**config.mk**
```make
export PLATFORM = sky130hd
export DESIGN_NAME = dma_wr_packer
export DESIGN_NICKNAME = d
export VERILOG_FILES = /design/src/rtl/dma_pkg.sv /design/src/rtl/dma_wr_packer_line_packer.sv /design/src/rtl/dma_wr_packer.sv
export SDC_FILE = /design/constraint.sdc
export NUM_CORES = 1
export LEC_CHECK = 0
export CORE_ASPECT_RATIO = 1.1
export CORE_MARGIN = 8
export CORE_UTILIZATION = 35
export DETAILED_ROUTE_END_ITERATION = 7
export GPL_ROUTABILITY_DRIVEN = 0
export PLACE_DENSITY = 0.66
export SLEW_MARGIN = 5
export SYNTH_ARGS = -nofsm -noshare
export SYNTH_HDL_FRONTEND = slang
export SYNTH_HIERARCHICAL = 1
export SYNTH_SLANG_ARGS = --single-unit
```
**constraint.sdc**
```tcl
create_clock -name clk -period 2.2 [get_ports clk]
set_clock_uncertainty 0.15 [all_clocks]
set_input_delay 0.33 -clock clk [delete_from_list [all_inputs] [get_ports clk]]
set_output_delay 0.33 -clock clk [all_outputs]
set_load 0.05 [all_outputs]
```
**src/rtl/dma_pkg.sv**
```systemverilog
// Shared types and constants for the DMA write-side cache-line packer.
package dma_pkg;

  localparam int unsigned CL_WIDTH       = 512;
  localparam int unsigned WORD_SIZE      = 32;
  localparam int unsigned WORDS_PER_LINE = CL_WIDTH / WORD_SIZE;
  localparam int unsigned WORD_IDX_W     = $clog2(WORDS_PER_LINE);

  typedef logic [WORD_SIZE-1:0]                      word_t;
  typedef logic [WORDS_PER_LINE-1:0][WORD_SIZE-1:0]  cl_t;
  typedef logic [WORD_IDX_W-1:0]                     word_idx_t;

  localparam word_idx_t LAST_WORD_IDX = word_idx_t'(WORDS_PER_LINE - 1);

  typedef enum logic [2:0] {
    S_IDLE,
    S_REQ,
    S_WAIT,
    S_PUSH,
    S_FIN
  } pack_state_e;

endpackage

```
**src/rtl/dma_wr_packer_line_packer.sv**
```systemverilog
// 16 x 32-bit slot register assembling one cache line; word N occupies
// bits [32N+31:32N]. Contents persist until overwritten or cleared.
module line_packer
  import dma_pkg::*;
(
  input  logic                  clk,
  input  logic                  rst_n,
  input  logic                  clr_i,
  input  logic                  wr_i,
  input  logic [WORD_IDX_W-1:0] slot_i,
  input  logic [WORD_SIZE-1:0]  word_i,
  output logic [CL_WIDTH-1:0]   line_o
);

  cl_t line_q;

  // Slot write register; clear takes priority over a slot write.
  always_ff @(posedge clk or negedge rst_n) begin
    if (!rst_n) begin
      line_q <= '0;
    end else if (clr_i) begin
      line_q <= '0;
    end else if (wr_i) begin
      line_q[slot_i] <= word_i;
    end
  end

  assign line_o = line_q;

endmodule

```
**src/rtl/dma_wr_packer.sv**
```systemverilog
// Fetches 32-bit words from the memory controller DMA port one at a time,
// packs 16 of them into a 512-bit cache line and pushes each line into the
// DMA write FIFO, honouring its full flag. done pulses when all lines are out.
module dma_wr_packer
  import dma_pkg::*;
#(
  parameter int unsigned ADDR_WIDTH = 28,
  parameter int unsigned SIZE_WIDTH = 17
) (
  input  logic                  clk,
  input  logic                  rst_n,
  input  logic                  start,
  input  logic [ADDR_WIDTH-1:0] base_addr,
  input  logic [SIZE_WIDTH-1:0] num_lines,
  output logic                  mem_en,
  output logic                  mem_wr_en,
  output logic [ADDR_WIDTH-1:0] mem_addr,
  input  logic                  mem_valid,
  input  logic [WORD_SIZE-1:0]  mem_rd_data,
  input  logic                  dma_full,
  output logic                  dma_wr_en,
  output logic [CL_WIDTH-1:0]   dma_wr_data,
  output logic                  busy,
  output logic                  done
);

  pack_state_e           state_q;
  logic [ADDR_WIDTH-1:0] addr_q;
  logic [SIZE_WIDTH-1:0] line_target_q;
  logic [SIZE_WIDTH-1:0] line_cnt_q;
  logic [SIZE_WIDTH-1:0] line_cnt_d;
  word_idx_t             word_idx_q;
  logic                  mem_en_q;
  logic                  busy_q;
  logic                  done_q;

  assign line_cnt_d = line_cnt_q + 1'b1;

  // Transfer sequencer: one outstanding read per word, one push per line.
  always_ff @(posedge clk or negedge rst_n) begin
    if (!rst_n) begin
      state_q       <= S_IDLE;
      addr_q        <= '0;
      line_target_q <= '0;
      line_cnt_q    <= '0;
      word_idx_q    <= '0;
      mem_en_q      <= 1'b0;
      busy_q        <= 1'b0;
      done_q        <= 1'b0;
    end else begin
      mem_en_q <= 1'b0;
      done_q   <= 1'b0;
      case (state_q)
        S_IDLE: begin
          if (start) begin
            addr_q        <= base_addr;
            line_target_q <= num_lines;
            line_cnt_q    <= '0;
            word_idx_q    <= '0;
            if (num_lines == '0) begin
              state_q <= S_FIN;
              done_q  <= 1'b1;
            end else begin
              state_q  <= S_REQ;
              mem_en_q <= 1'b1;
              busy_q   <= 1'b1;
            end
          end
        end
        S_REQ: begin
          state_q <= S_WAIT;
        end
        S_WAIT: begin
          if (mem_valid) begin
            addr_q <= addr_q + 1'b1;
            if (word_idx_q == LAST_WORD_IDX) begin
              word_idx_q <= '0;
              state_q    <= S_PUSH;
            end else begin
              word_idx_q <= word_idx_q + 1'b1;
              state_q    <= S_REQ;
              mem_en_q   <= 1'b1;
            end
          end
        end
        S_PUSH: begin
          if (!dma_full) begin
            line_cnt_q <= line_cnt_d;
            if (line_cnt_d == line_target_q) begin
              state_q <= S_FIN;
              done_q  <= 1'b1;
              busy_q  <= 1'b0;
            end else begin
              state_q  <= S_REQ;
              mem_en_q <= 1'b1;
            end
          end
        end
        S_FIN: begin
          state_q <= S_IDLE;
        end
        default: begin
          state_q <= S_IDLE;
          busy_q  <= 1'b0;
        end
      endcase
    end
  end

  line_packer u_line_packer (
    .clk    (clk),
    .rst_n  (rst_n),
    .clr_i  ((state_q == S_IDLE) && start),
    .wr_i   ((state_q == S_WAIT) && mem_valid),
    .slot_i (word_idx_q),
    .word_i (mem_rd_data),
    .line_o (dma_wr_data)
  );

  // The push strobe is decoded from the current state and dma_full rather
  // than registered, so it can never be high in a cycle where dma_full is.
  assign dma_wr_en = (state_q == S_PUSH) && !dma_full;

  assign mem_en    = mem_en_q;
  assign mem_wr_en = 1'b0;
  assign mem_addr  = addr_q;
  assign busy      = busy_q;
  assign done      = done_q;

endmodule

```
* After elaboration in Yosys (flattened, before gate mapping)
Cells that the tools add are included.
** Cells by class
- Mux-type cells :: 39
- Reductions and logical operators :: 16
- Bitwise logic cells :: 1
- $add $sub $neg :: 3
- Eq/ne operators :: 11
- Order comparisons :: 2
** Operator list (count)
- 512-bit 2-to-1 mux :: 2
- 512-bit bitwise mux :: 1
- 32-bit demux with 4-bit select :: 1
- 28-bit 2-to-1 mux :: 2
- 28-bit one-hot mux with 2 select lines :: 1
- 17-bit 2-to-1 mux :: 2
- 17-bit one-hot mux with 2 select lines :: 1
- 32-bit 2-to-1 mux :: 1
- 28-bit by 1-bit adder with 28-bit output, second input constant :: 1
- 17-bit by 1-bit adder with 17-bit output, second input constant :: 1
- 17-bit equality test :: 1
- 17-bit zero test :: 1
- 3-bit 2-to-1 mux :: 5
- 1-bit 2-to-1 mux :: 14
- 4-bit 2-to-1 mux :: 3
- 3-bit one-hot mux with 4 select lines :: 1
- 2-bit inequality test, second input constant :: 5
- 3-bit AND reduction :: 3
- 4-bit one-hot mux with 2 select lines :: 1
- 3-bit by 2-bit equality test with 1-bit output, second input constant :: 2
- 1-bit one-hot mux with 3 select lines :: 2
- 2-bit nonzero test :: 3
- 4-bit by 5-bit < comparator with 1-bit output, second input constant :: 1
- 5-bit AND reduction :: 1
- other kinds (13) :: 16
** Storage, ports and cells
- Logic and storage cells :: 96
- Input bits :: 82
- Bits in registers :: 584

* Logic depth before layout (Yosys ltp)
Gate-level depths: netlist (run 1).
- Depth in word-level cells :: 7
- Gate-level depth with buffers :: 9

* Cells and area by module
The synthesis (run 1) kept the hierarchy.
** Modules (own cells, without submodules)
- line_packer :: sequential area each 12812.3 um^2, cells an instance 1773, instances 1, area each 22591.7 um^2
- dma_wr_packer :: sequential area each 1801.7 um^2, cells an instance 483, instances 1, area each 4234.1 um^2

* Worst setup path after synthesis (run 1)
No wires, ideal clock.
- Path type :: reg-to-reg
- Start point :: register addr_q[0], in the netlist mem_addr[0]
- End point :: register addr_q[27], in the netlist mem_addr[27]
- Arrival time :: 2276 ps
- Path slack :: -348 ps
- Stages on the path, launching flop included :: 9
- Path buffers :: 1
- Path through :: dfrtp_1 > and3_1 > nand3_1 > or2_2 > clkbuf_1 > nor3_1 > and3_1 > a31oi_1 > o22a_1
** Between the ends
- Longest elaborated chain between the ends :: 3
** Ends and longest elaborated chain
- start, declared :: RTL line dma_wr_packer.sv:28 : logic [ADDR_WIDTH-1:0] addr_q;
- start signal, assigned :: RTL line dma_wr_packer.sv:56 : addr_q <= base_addr;
- start signal, assigned :: RTL line dma_wr_packer.sv:75 : addr_q <= addr_q + 1'b1;
- 28-bit by 1-bit adder with 28-bit output :: RTL line dma_wr_packer.sv:75
- 28-bit 2-to-1 mux :: RTL line dma_wr_packer.sv:74 : if (mem_valid) begin
- 28-bit one-hot mux with 2 select lines :: RTL line dma_wr_packer.sv:53 : case (state_q)
Every way passes these cells. The select of a mux whose other input is x is not followed.
A chain may end at the register's enable or synchronous reset.

* Worst setup path in the final report (run 1)
- Start point :: register line_cnt_q[3]
- End point :: register state_q[0]
** Between the ends
- Longest elaborated chain between the ends :: 5
** Ends and longest elaborated chain
- start, declared :: RTL line dma_wr_packer.sv:30 : logic [SIZE_WIDTH-1:0] line_cnt_q;
- start signal, assigned :: RTL line dma_wr_packer.sv:88 : line_cnt_q <= line_cnt_d;
- 17-bit by 1-bit adder with 17-bit output :: RTL line dma_wr_packer.sv:37 : assign line_cnt_d = line_cnt_q + 1'b1;
- 17-bit equality test :: RTL line dma_wr_packer.sv:89 : if (line_cnt_d == line_target_q) begin
- 3-bit 2-to-1 mux :: RTL line dma_wr_packer.sv:89
- 3-bit 2-to-1 mux :: RTL line dma_wr_packer.sv:87 : if (!dma_full) begin
- 3-bit one-hot mux with 4 select lines :: RTL line dma_wr_packer.sv:53
- end signal, assigned :: RTL line dma_wr_packer.sv:61 : state_q <= S_FIN;
- end signal, assigned :: RTL line dma_wr_packer.sv:90 : state_q <= S_FIN;
- end signal, assigned :: RTL line dma_wr_packer.sv:94 : state_q <= S_REQ;
- end, declared :: RTL line dma_wr_packer.sv:27 : pack_state_e state_q;
Every way passes these cells. The select of a mux whose other input is x is not followed.

==> results of run 1 <==
==> flip-flops by register name (all words and copies together) (netlist names) <==
signal / cells
line_target_q: 17
done: 1
state_q: 3
mem_addr: 28
u_line_packer/line_o: 512
line_cnt_q: 17
mem_en: 1
word_idx_q: 4
busy: 1
==> cells by family after synthesis <==
group,count (synthesis),synth area share
adders and majority gates,3,0.00140
other,1,0.000140
muxes,531,0.199
AOI/OAI and AO/OA,145,0.0321
buffers and inverters,222,0.0463
and+or+nand+nor,747,0.169
DFF,584,0.545
xor gates and xnor gates,23,0.00751
==> metrics by stage <==
stage               instance area [um^2]  hold slack, ns  TNS (ns)  std cells  utilization
floorplan                          27000          -0.116    -0.103       2256            -
global placement                   35600           0.164    -36.39       3889        0.468
detailed placement                 35600           0.171    -49.67       3889        0.468
CTS                                37200          0.0889    -0.897       4002        0.489
global route                       37800           0.106     -7.56       4029        0.497
finish                             37800           0.115    -0.864       4030        0.497
==> per-layer routing <==
metal / share of wire / track usage / routed length [um] / vias to the layer above
met1: 0.42 / 0.273 / 41100 / 10300
met5: 0.00024 / 0 / 23 / -
met2: 0.49 / 0.362 / 47600 / 707
li1: - / - / - / 8966
met3: 0.066 / 0.0489 / 6440 / 112
met4: 0.022 / 0.0486 / 2170 / 4
==> how the worst max path moves through the flow <==
stage                                            to  slack (ns)  depth (start not counted)
after floorplan           u_line_packer/line_o[322]      -0.003                          8
after global placement                   state_q[0]       -0.41                          7
after detailed placement                 state_q[0]       -0.41                          7
after CTS                                state_q[0]       -0.16                         10
after global routing                     state_q[0]       -0.32                          9
final                                    state_q[0]       -0.17                          9
==> worst max-delay path, cell delays in order (launching register included) <==
cell,delay (ns)
dfrtp_1,0.37
buf_6,0.12
nand4_1,0.13
nor4_4,0.33
xnor2_1,0.14
nor4_2,0.29
nand4_1,0.19
a2111oi_4,0.25
buf_4,0.20
a31oi_1,0.08
==> cells in the final DEF, fill, tap and decap left out, types with 5 or more instances in the layout <==
| cell type | count |
|---|---|
| a21oi_1 | 49 |
| a31oi_1 | 6 |
| and3_1 | 11 |
| buf_12 | 84 |
| buf_4 | 160 |
| buf_6 | 11 |
| bufinv_16 | 7 |
| clkbuf_1 | 9 |
| clkbuf_16 | 72 |
| clkbuf_8 | 12 |
| clkdlybuf4s50_1 | 80 |
| clkinv_2 | 13 |
| clkinvlp_4 | 6 |
| dfrtp_1 | 572 |
| dfrtp_2 | 12 |
| dlygate4sd2_1 | 495 |
| inv_1 | 7 |
| mux2_2 | 18 |
| mux2i_1 | 507 |
| mux2i_2 | 6 |
| nand2_1 | 40 |
| nand2_2 | 8 |
| nand2b_1 | 539 |
| nand2b_4 | 5 |
| nand3_1 | 21 |
| nand4_1 | 14 |
| nor2_1 | 46 |
| nor3_1 | 5 |
| o21ai_0 | 45 |
| o22ai_1 | 11 |
| o31ai_1 | 10 |
| xnor2_1 | 15 |
| xor2_1 | 8 |
==> layout make-up <==
class                      instances  area [um^2]  share of cell area
clock inverter                    29          375             0.00993
timing repair buffer             849         8550               0.226
sequential                       584        14600               0.387
tap                             1026         1280              0.0340
clock buffer                      82         1730              0.0456
inverter                           9         38.8             0.00103
multi-input combinational       1450        11200               0.296
antenna                            1         2.50           0.0000662
==> power breakdown <==
part	leakage [nW]	switching, mW	internal, mW	total (mW)
registers	8.00	0.990	11.8	12.7
clock network	1.02	4.42	6.32	10.7
logic	12.7	7.65	4.68	12.3
==> synthesized netlist by cell type, drive strengths merged, types with 3 or more instances <==
| library cell | instances | share of area |
|---|---|---|
| nand2 | 51 | 0.0082 |
| nand3 | 28 | 0.0064 |
| dfrtp | 584 | 0.54 |
| mux2i | 513 | 0.19 |
| nor2b | 4 | 0.00093 |
| o41ai | 3 | 0.00098 |
| ha | 3 | 0.0014 |
| and2 | 4 | 0.00093 |
| o22ai | 11 | 0.0026 |
| xnor2 | 15 | 0.0049 |
| nand4 | 16 | 0.0045 |
| or2 | 3 | 0.00070 |
| o21a | 3 | 0.00084 |
| nor4 | 7 | 0.0024 |
| a31oi | 6 | 0.0014 |
| a21oi | 49 | 0.0091 |
| xor2 | 8 | 0.0026 |
| nand2b | 546 | 0.13 |
| and3 | 15 | 0.0037 |
| a22o | 3 | 0.00098 |
| o31ai | 10 | 0.0028 |
| clkbuf | 108 | 0.015 |
| inv | 9 | 0.0013 |
| nor3 | 9 | 0.0017 |
| mux2 | 18 | 0.0076 |
| o21ai | 49 | 0.0091 |
| nor2 | 50 | 0.0071 |
| or3 | 4 | 0.00093 |
| buf | 105 | 0.030 |
| nand3b | 3 | 0.00084 |
==> repair_timing <==
item	in CTS	in global routing
endpoints found under the hold margin	178	0
pin swaps	3	5
setup buffers	1	15
hold buffers	1	0
gates cloned	0	13
gates resized for setup	521	56
setup endpoints to repair	923	262
==> impl_metrics.py, run 1 <==
metrics = {
    "run_status": {
        "status": "finished, violations left",
        "violations": "setup timing",
    },
    "sta": {
        "worst_pin_slew_ns": 0.614,
        "clock.fmax_ghz": 0.422,
        "slew_viol_final": 0,
        "finalCriticalPeriod_ns": 2.37,
        "finalSetupViolCount": 16,
        "finalCritPeriodShare": 1.08,
        "max-slew-margin-rel": 0.593,
        "grt_setup_unrepaired": "true",
        "setup_ws_ns": -0.167,
        "final-hold-violation-count": 0,
    },
    "critical_path": {
        "crit_fanout": 5,
        "critPathArrivalTime_ns": 2.70,
        "end_kind": "register",
        "r2r_cells": 9,
        "rr_endpoint": "state_q[0]",
        "rrSetupSlack_ns": -0.17,
        "critPathKind": "reg2reg",
        "r2r_start": "line_cnt_q[3]",
        "startpoint_type": "register",
        "cp.required_ns": 2.53,
        "worstSetupStartpoint": "line_cnt_q[3]",
    },
    "synthesis": {
        "synthCells": 2256,
        "ys_ff_latch": 584,
        "syn_area_mm2": 0.0268,
        "yosysWarnings": 6,
        "synth_edf_count": 0,
        "yosysSeqAreaShare": 0.545,
        "syn_area_per_cell_um2": 11.9,
        "synth-main-ff-cell": "dfrtp_1",
        "synthArstFlopShare": 1.00,
        "yosysUniqueCellTypes": 58,
        "syn-num-nets": 2341,
    },
    "die": {
        "die_width_um": 280,
        "initial_core_util": 0.353,
        "rows": 106,
        "die_area_mm2": 0.0858,
        "die_height_um": 306,
        "ioPinCount": 627,
        "design.core.area_mm2": 0.0760,
    },
    "place": {
        "port_buffers": 625,
        "hpwl_um": 68700,
        "place_ws_ns": -0.413,
    },
    "final_layout": {
        "num-fill-cells": 6814,
        "area_delta_synth_final_pct": 40.9,
        "drive_above_1_share": 0.156,
        "finalNetCount": 3039,
    },
    "drt": {
        "antenna_left": 0,
        "first_pass_iters": 5,
        "viasPerCell": 4.98,
        "dr_total_vias": 20100,
        "drt_iter0_markers": 1210,
        "avgRoutedWirePerCell_um": 24.2,
        "drc": 0,
        "finalWirelength_um": 97400,
    },
    "cts": {
        "clk_path_buf_depth": 3,
        "path_clk_slew_ns": 0.07,
        "clkLatencyLatePin_ns": 0.60,
        "cts.sinks": 584,
        "cts_buffers": 60,
        "htree_levels": 2,
        "cts_tree": "built",
        "clk_root_buffer_cell": "clkbuf_16",
    },
    "global_routing": {
        "grt.overflow.total": 0,
        "antenna_found_initial": 2,
        "grt_use_total": 0.212,
        "grt_pass1_vias": 21500,
        "grt_pass1_wl_um": 141000,
        "grt_start_max_net_pins": 64,
    },
    "worst_hold_path": {
        "min_path_type": "in2async",
    },
    "power": {
        "p_leak_nw": 21.7,
        "power.total_mw": 35.8,
        "p_per_area_mw_per_mm2": 947,
        "ir_worst_vdd_uv": 637,
    },
    "flow_run": {
        "cap_violations": 0,
    },
}
No activity file was read; power rests on OpenSTA's default activity.
==> run 2: changes to the inputs <==
- CORE_UTILIZATION: 35 -> 25
- PLACE_DENSITY: 0.66 -> 0.51
==> impl_metrics.py, run 2 (same netlist as run 1, synthesis figures left out) <==
metrics = {
    "final_layout": {
        "fin_cells": 4458,
        "drive_above_1_share": 0.190,
        "area_delta_synth_final_pct": 44.9,
        "regArea_mm2": 0.0146,
        "final_cell_mix": "570 x dfrtp_1, 537 x nand2b_1, 511 x mux2i_1",
        "layout_commonest_cell": "dfrtp_1",
        "final_cell_area_mm2": 0.0389,
        "num-fill-cells": 10700,
        "finalNetCount": 3079,
        "multi_input_area_mm2": 0.0113,
        "largest_reg_flops": 512,
    },
    "cts": {
        "cts.sinks": 584,
        "clkLatencyLatePin_ns": 0.63,
        "cts_buffers": 71,
        "path_clk_slew_ns": 0.06,
        "cts_tree": "built",
        "clk_path_buf_depth": 3,
        "clk_root_buffer_cell": "clkbuf_16",
        "htree_levels": 3,
    },
    "critical_path": {
        "critPathKind": "reg2reg",
        "crit_fanout": 5,
        "rr_endpoint": "state_q[0]",
        "r2r_start": "line_cnt_q[2]",
        "startpoint_type": "register",
        "rrSetupSlack_ns": -0.06,
        "end_kind": "register",
        "r2r_cells": 8,
        "cp.required_ns": 2.55,
        "critPathArrivalTime_ns": 2.61,
    },
    "place": {
        "place_ws_ns": -0.237,
        "hpwl_um": 73000,
        "port_buffers": 625,
        "placed_cell_area_mm2": 0.0360,
        "dp.cells": 4287,
    },
    "die": {
        "rows": 126,
        "ioPinCount": 627,
        "die_width_um": 328,
        "die_height_um": 360,
        "design.core.area_mm2": 0.107,
        "die_area_mm2": 0.118,
        "initial_core_util": 0.251,
    },
    "drt": {
        "antenna_left": 0,
        "dr_total_vias": 19700,
        "drc": 0,
        "first_pass_iters": 5,
        "finalWirelength_um": 108000,
        "avgRoutedWirePerCell_um": 24.1,
        "viasPerCell": 4.41,
        "drt_iter0_markers": 1140,
    },
    "power": {
        "power.total_mw": 37.4,
        "ir_worst_vdd_uv": 645,
        "p_leak_nw": 21.9,
        "switching_share": 0.369,
        "comb_power_share": 0.339,
        "p_per_area_mw_per_mm2": 963,
        "clkPwrFrac": 0.323,
        "p_int_mw": 23.6,
        "seqPwrFrac": 0.338,
        "switching_power_mw": 13.8,
    },
    "sta": {
        "finalCritPeriodShare": 1.03,
        "grt_setup_unrepaired": "true",
        "final-hold-violation-count": 0,
        "worst_pin_slew_ns": 0.617,
        "setup_ws_ns": -0.0596,
        "slew_viol_final": 0,
        "finalCriticalPeriod_ns": 2.26,
        "finalSetupViolCount": 6,
        "max-slew-margin-rel": 0.588,
        "clock.fmax_ghz": 0.443,
    },
    "global_routing": {
        "grt_start_max_net_pins": 75,
        "grt_pass1_wl_um": 148000,
        "antenna_found_initial": 2,
        "grt_pass1_vias": 20300,
        "grt.overflow.total": 0,
        "grt_use_total": 0.167,
    },
    "flow_run": {
        "cap_violations": 0,
    },
    "run_status": {
        "violations": "setup timing",
        "status": "finished, violations left",
    },
    "worst_hold_path": {
        "min_path_type": "in2async",
    },
}
## run 2: cell count changes in the layout (fill, tap and decap cells not counted), moves of 5 or more
cell           before  now
dlygate4sd2_1     495  432
clkbuf_16          72   86
clkbuf_8           12   18
mux2i_2             6    1
buf_6              11   20
buf_12             84   77
buf_4             160  244
## run 2: metal layers
layer / routed length, um / GRT usage / up-vias
li1: - / - / 9063
met1: 48500 / 0.223 / 9923
met2: 49500 / 0.264 / 580
met3: 6940 / 0.0457 / 111
met4: 2640 / 0.0443 / 0
met5: 0 / 0 / -
## run 2: worst max-delay path by stage
| stage | start | end | cells past startpoint |
|---|---|---|---|
| 2_1_floorplan | state_q[0] | u_line_packer/line_o[322] | 8 |
| 3_3_place_gp | num_lines[8] | state_q[0] | 7 |
| 3_5_place_dp | start | u_line_packer/line_o[231] | 7 |
| 4_1_cts | state_q[2] | dma_wr_en | 5 |
| 5_1_grt | line_cnt_q[4] | state_q[0] | 9 |
| 6_report | line_cnt_q[2] | state_q[0] | 8 |
## run 2: critical path: stages (launching register included)
cell	delay, ns
dfrtp_1	0.41
and3_4	0.22
nand3_2	0.17
xnor2_1	0.19
nor4_2	0.28
nand4_1	0.21
a2111oi_4	0.24
buf_6	0.17
a31oi_4	0.08
## run 2: metrics by stage
stage | hold WS, ns | utilization | TNS, ns
after detailed placement | 0.125 | 0.337 | -70.13
after global routing | 0.0318 | 0.364 | -1.01
after CTS | 0.00683 | 0.356 | -0.627
after floorplan | -0.116 | - | -0.103
after global placement | 0.125 | 0.337 | -57.72
final | 0.0541 | 0.364 | -0.179
## run 2: timing repair
item,in CTS,in global routing
buffers inserted,9,15
hold endpoints to repair,584,0
pin swaps,11,13
setup endpoints to repair,535,246
cloned,0,17
hold buffers,1,0
resized for setup,464,64
## run 2: final cells by class
type	count	share of cell area
Sequential cell	584	0.376
Multi-Input combinational cell	1450	0.290
Timing Repair Buffer	878	0.225
Clock buffer	102	0.0539
Tap cell	1408	0.0453
Clock inverter	25	0.00847
Inverter	9	0.000933
Antenna cell	2	0.000129
## run 2: power groups by stage
stage / Combinational (mW) / Clock (mW) / Sequential [mW]
3_5_place_dp: 12.5 / 0 / 12.9
3_3_place_gp: 12.5 / 0 / 12.9
4_1_cts: 12.2 / 12.5 / 12.6
5_1_grt: 13.4 / 12.9 / 12.8
6_report: 12.7 / 12.1 / 12.7
2_1_floorplan: 4.82 / 0 / 15.3
==> patch 1: new RTL, config.mk and constraints of run 2 <==
Re-encode `pack_state_e` (5 states) as one-hot, 5 bits wide.
--- a/src/rtl/dma_pkg.sv
+++ b/src/rtl/dma_pkg.sv
@@ -12,12 +12,12 @@
 
   localparam word_idx_t LAST_WORD_IDX = word_idx_t'(WORDS_PER_LINE - 1);
 
-  typedef enum logic [2:0] {
-    S_IDLE,
-    S_REQ,
-    S_WAIT,
-    S_PUSH,
-    S_FIN
+  typedef enum logic [4:0] {
+    S_IDLE = 5'b00001,
+    S_REQ  = 5'b00010,
+    S_WAIT = 5'b00100,
+    S_PUSH = 5'b01000,
+    S_FIN  = 5'b10000
   } pack_state_e;
 
 endpackage
Behaviour: same outputs for any inputs over 4 cycles, from zero or initial values and one cycle with rst_n low; so few cycles prove little.
==> patch 1 against run 2 <==
The flow still finishes with violations (negative setup slack). Highest routed layer is now met5. Sequential cell count is 2 higher. Synthesized area is 0.84% higher. Cell count is 3.7% higher. Synthesized cell count is 1.6% higher. Count of clock-buffer cells in the layout is 2 higher. Die area is 0.80% higher. Power is 0.62% lower. Worst setup slack worse by 0.16 ns. First-iteration DRC count is 19% higher. Critical endpoint is now dma_wr_en. Final area is 9.4% higher. Wire length is 15% higher. Combinational power is 7% higher. Sequential power is 6% lower.
==> patch 1: results <==
metrics = {
    "sta": {
        "slew_headroom_pct": 50.7,
        "holdWs_ns": 0.113,
        "finalSetupViolations": 391,
        "fin_ws_ns": -0.218,
    },
    "grt": {
        "grt_max_degree": 68,
        "gr-usage-met3_pct": 6.44,
        "grt_pass1_wl_um": 161000,
        "use_met1_pct": 24.0,
        "grt_usage_pct": 18.5,
        "antenna_found_initial": 7,
        "grt_pass1_vias": 21457,
        "grtUsageMet2_pct": 29.3,
    },
    "yosys": {
        "ys_seq_area_share_pct": 54.2,
        "synth_cell_types": 59,
        "synth.mux.area_fraction_pct": 19.8,
        "synth_compound_area_share_pct": 3.13,
        "netlist_instances": 2291,
        "synth_top_family_by_area": "multiplexers",
        "synthTopCellsByArea": "dfrtp_1 (54%), mux2i_1 (19%), nand2b_1 (13%)",
        "synth_fa_ha_area_share_pct": 0.139,
        "synth_xor_xnor_area_share_pct": 0.809,
        "synth_nets": 2376,
    },
    "placement": {
        "placed_area_um2": 36300,
        "pre_cts_ws_ns": -0.160,
        "hpwl_um": 74200,
        "numPlacedInstances": 4344,
    },
    "route": {
        "routed.top_layer": "met5",
        "route.met3.wl_um": 10200,
        "met2_length_um": 57100,
        "avgViaCountPerCell": 4.54,
        "detail_route.iter0.violations": 1354,
        "met1Wirelength_um": 53800,
        "wl_per_cell_um": 26.8,
    },
    "setup_path": {
        "startpoint": "state_q[4]",
        "path_delay_family": "buffers and inverters",
        "reg2reg_to": "u_line_packer/line_o[182]",
        "cp.arrival_ns": 1.94,
        "path_max_fanout": 6,
        "cp-endpoint": "dma_wr_en",
        "r2r_slack_ns": -0.14,
    },
    "outcome": {
        "violations": "negative setup slack",
        "status": "finished, violations left",
    },
    "pwr": {
        "finalPower_uw": 37200,
        "vdd_drop_max_v": 0.000607,
        "comb_power_share_pct": 36.5,
        "sw_frac_of_total_pct": 32.8,
        "leakage_uw": 0.0237,
    },
    "cells_and_area": {
        "nNetsFinal": 3249,
        "drive_gt1_share_pct": 25.0,
    },
    "worst_hold_path": {
        "hp-class": "in2reg",
    },
    "clock_network": {
        "cts_setup_buffers": 44,
        "cts-root-buf": "clkbuf_16",
    },
}
-- patch 1: area by class of cell --
| type | count | area [um2] |
|---|---|---|
| diodes | 2 | 5.00 |
| clock buffers | 104 | 1970 |
| clock inverters | 19 | 309 |
| fillers | 10401 | 64800 |
| inverters | 7 | 36.3 |
| multi-input cells | 1488 | 12300 |
| flip-flops and latches | 586 | 14700 |
| well taps | 1408 | 1760 |
| repair buffers | 1010 | 11500 |
-- patch 1: power groups by stage --
stage	registers (uW)	logic (uW)	clock network, uW
detailed placement	12100	9170	0
finish	11900	13600	11700
floorplan	13100	4070	0
global route	12000	14200	12500
global placement	12100	9200	0
CTS	11900	11900	12100
-- patch 1: cell families after synthesis --
| group | Yosys count |
|---|---|
| XOR/XNOR | 25 |
| AO/OA/AOI/OAI | 153 |
| adder cells (fa/ha/maj) | 3 |
| multiplexers | 532 |
| AND/OR/NAND/NOR | 774 |
| flip-flops | 586 |
| other | 1 |
| buffers and inverters | 217 |
==> patch 2: new RTL, flow settings as in run 2 <==
Without the edit above. Change the parameter `SIZE_WIDTH` from 17 to 34.
--- a/src/rtl/dma_wr_packer.sv
+++ b/src/rtl/dma_wr_packer.sv
@@ -5,7 +5,7 @@
   import dma_pkg::*;
 #(
   parameter int unsigned ADDR_WIDTH = 28,
-  parameter int unsigned SIZE_WIDTH = 17
+  parameter int unsigned SIZE_WIDTH = 34
 ) (
   input  logic                  clk,
   input  logic                  rst_n,
Interface: changed (resized num_lines); port bits go from 627 to 644. No check against the original RTL was run, so the function may have changed too.
==> patch 2 against run 2 <==
Final area up 7.4%. Highest routed layer is now met5. Critical path depth stayed put. Power increased by 7.0%. Wire length is 7.7% higher. First-iteration DRC count up 5.5%. Synthesized area up 8.3%. Sequential cell count grew 34. Largest power group unchanged. Critical endpoint is now mem_en. The run still ends with negative setup slack left. Worst setup slack got worse by 0.50 ns. Synthesized cell count increased by 15%.
==> patch 2: results <==
metrics = {
    "sta": {
        "finalSetupTns_ns": -2.81,
        "finalSetupViolations": 7,
        "fin_ws_ns": -0.558,
    },
    "route": {
        "detail_route.iter0.violations": 1203,
        "met2_length_um": 51300,
        "routed_wl_um": 116000,
        "met1Wirelength_um": 51100,
    },
    "cells_and_area": {
        "drive_gt1_share_pct": 19.2,
        "nNetsFinal": 3503,
    },
    "yosys": {
        "synth_cell_types": 63,
        "synth_nets": 2693,
        "ys_seq_area_share_pct": 53.2,
        "avgSynthCellArea_um2": 11.2,
        "synthTopCellsByArea": "dfrtp_1 (53%), mux2i_1 (18%), nand2b_1 (12%)",
        "yosys-top-cells-count": "dfrtp_1 (618), nand2b_1 (549), mux2i_1 (514)",
    },
    "outcome": {
        "status": "finished, violations left",
        "violations": "negative setup slack",
    },
    "setup_path": {
        "reg2reg_to": "mem_en",
        "critPathSlowestCell": "or4_4",
        "worstReg2RegStart": "line_cnt_q[4]",
        "slowest_delay_ns": 0.61,
        "path_max_fanout": 7,
    },
    "grt": {
        "grt_usage_pct": 17.5,
        "grt_pass1_wl_um": 168000,
        "grt_pass1_vias": 23794,
        "antenna_found_initial": 7,
    },
    "clock_network": {
        "clk_latency_ns": 0.67,
    },
}
## patch 2: layout make-up
cell class              instances  area, um2
clock inverters                30        364
well taps                    1529       1910
clock buffers                 110       2310
diodes                          8       20.0
fillers                     11708      73800
multi-input cells            1723      12400
inverters                      11       53.8
repair buffers                970       9190
flip-flops and latches        618      15500
## patch 2: timing repair
item | in CTS | in global routing
cloned | 0 | 2
hold endpoints to repair | 398 | 0
hold buffers | 1 | 0
pin swaps | 9 | 8
resized for setup | 460 | 19
buffers inserted | 12 | 3
endpoints found under the setup margin | 430 | 441
## patch 2: per-layer routing
layer / vias up / global-route usage (%)
li1: 10338 / -
met1: 11104 / 22.8
met2: 718 / 27.2
met3: 159 / 5.64
met4: 6 / 6.41
met5: - / 0
## patch 2: logic make-up after synthesis
logic type / count (synthesis) / synth area share [%]
muxes: 515 / 17.7
DFF: 618 / 53.2
and+or+nand+nor: 953 / 18.7
other: 1 / 0.0129
xor gates and xnor gates: 47 / 1.42
buffers and inverters: 250 / 4.63
adders and majority gates: 3 / 0.129
AOI/OAI and AO/OA: 204 / 4.07
## patch 2: how the worst max path moves through the flow
stage | startpoint | end | depth (start not counted)
final | line_cnt_q[4] | mem_en | 8
after global placement | line_cnt_q[1] | mem_en | 8
after CTS | line_cnt_q[4] | mem_en | 8
after detailed placement | line_cnt_q[0] | mem_en | 8
after global routing | line_cnt_q[4] | mem_en | 8
after floorplan | line_cnt_q[0] | state_q[0] | 9
## patch 2: power by group
part	switching, uW	internal, uW	total [uW]
registers	945	12500	13500
logic	8390	4920	13300
clock network	5330	7950	13300
total	14700	25400	40100
## patch 2: per-stage QoR
stage | hold slack, ns | power (uW)
after floorplan | -0.116 | 21300
after global placement | 0.177 | 27400
after detailed placement | 0.171 | 27400
after CTS | 0.00666 | 40600
after global routing | 0.0761 | 41900
final | 0.0688 | 40100
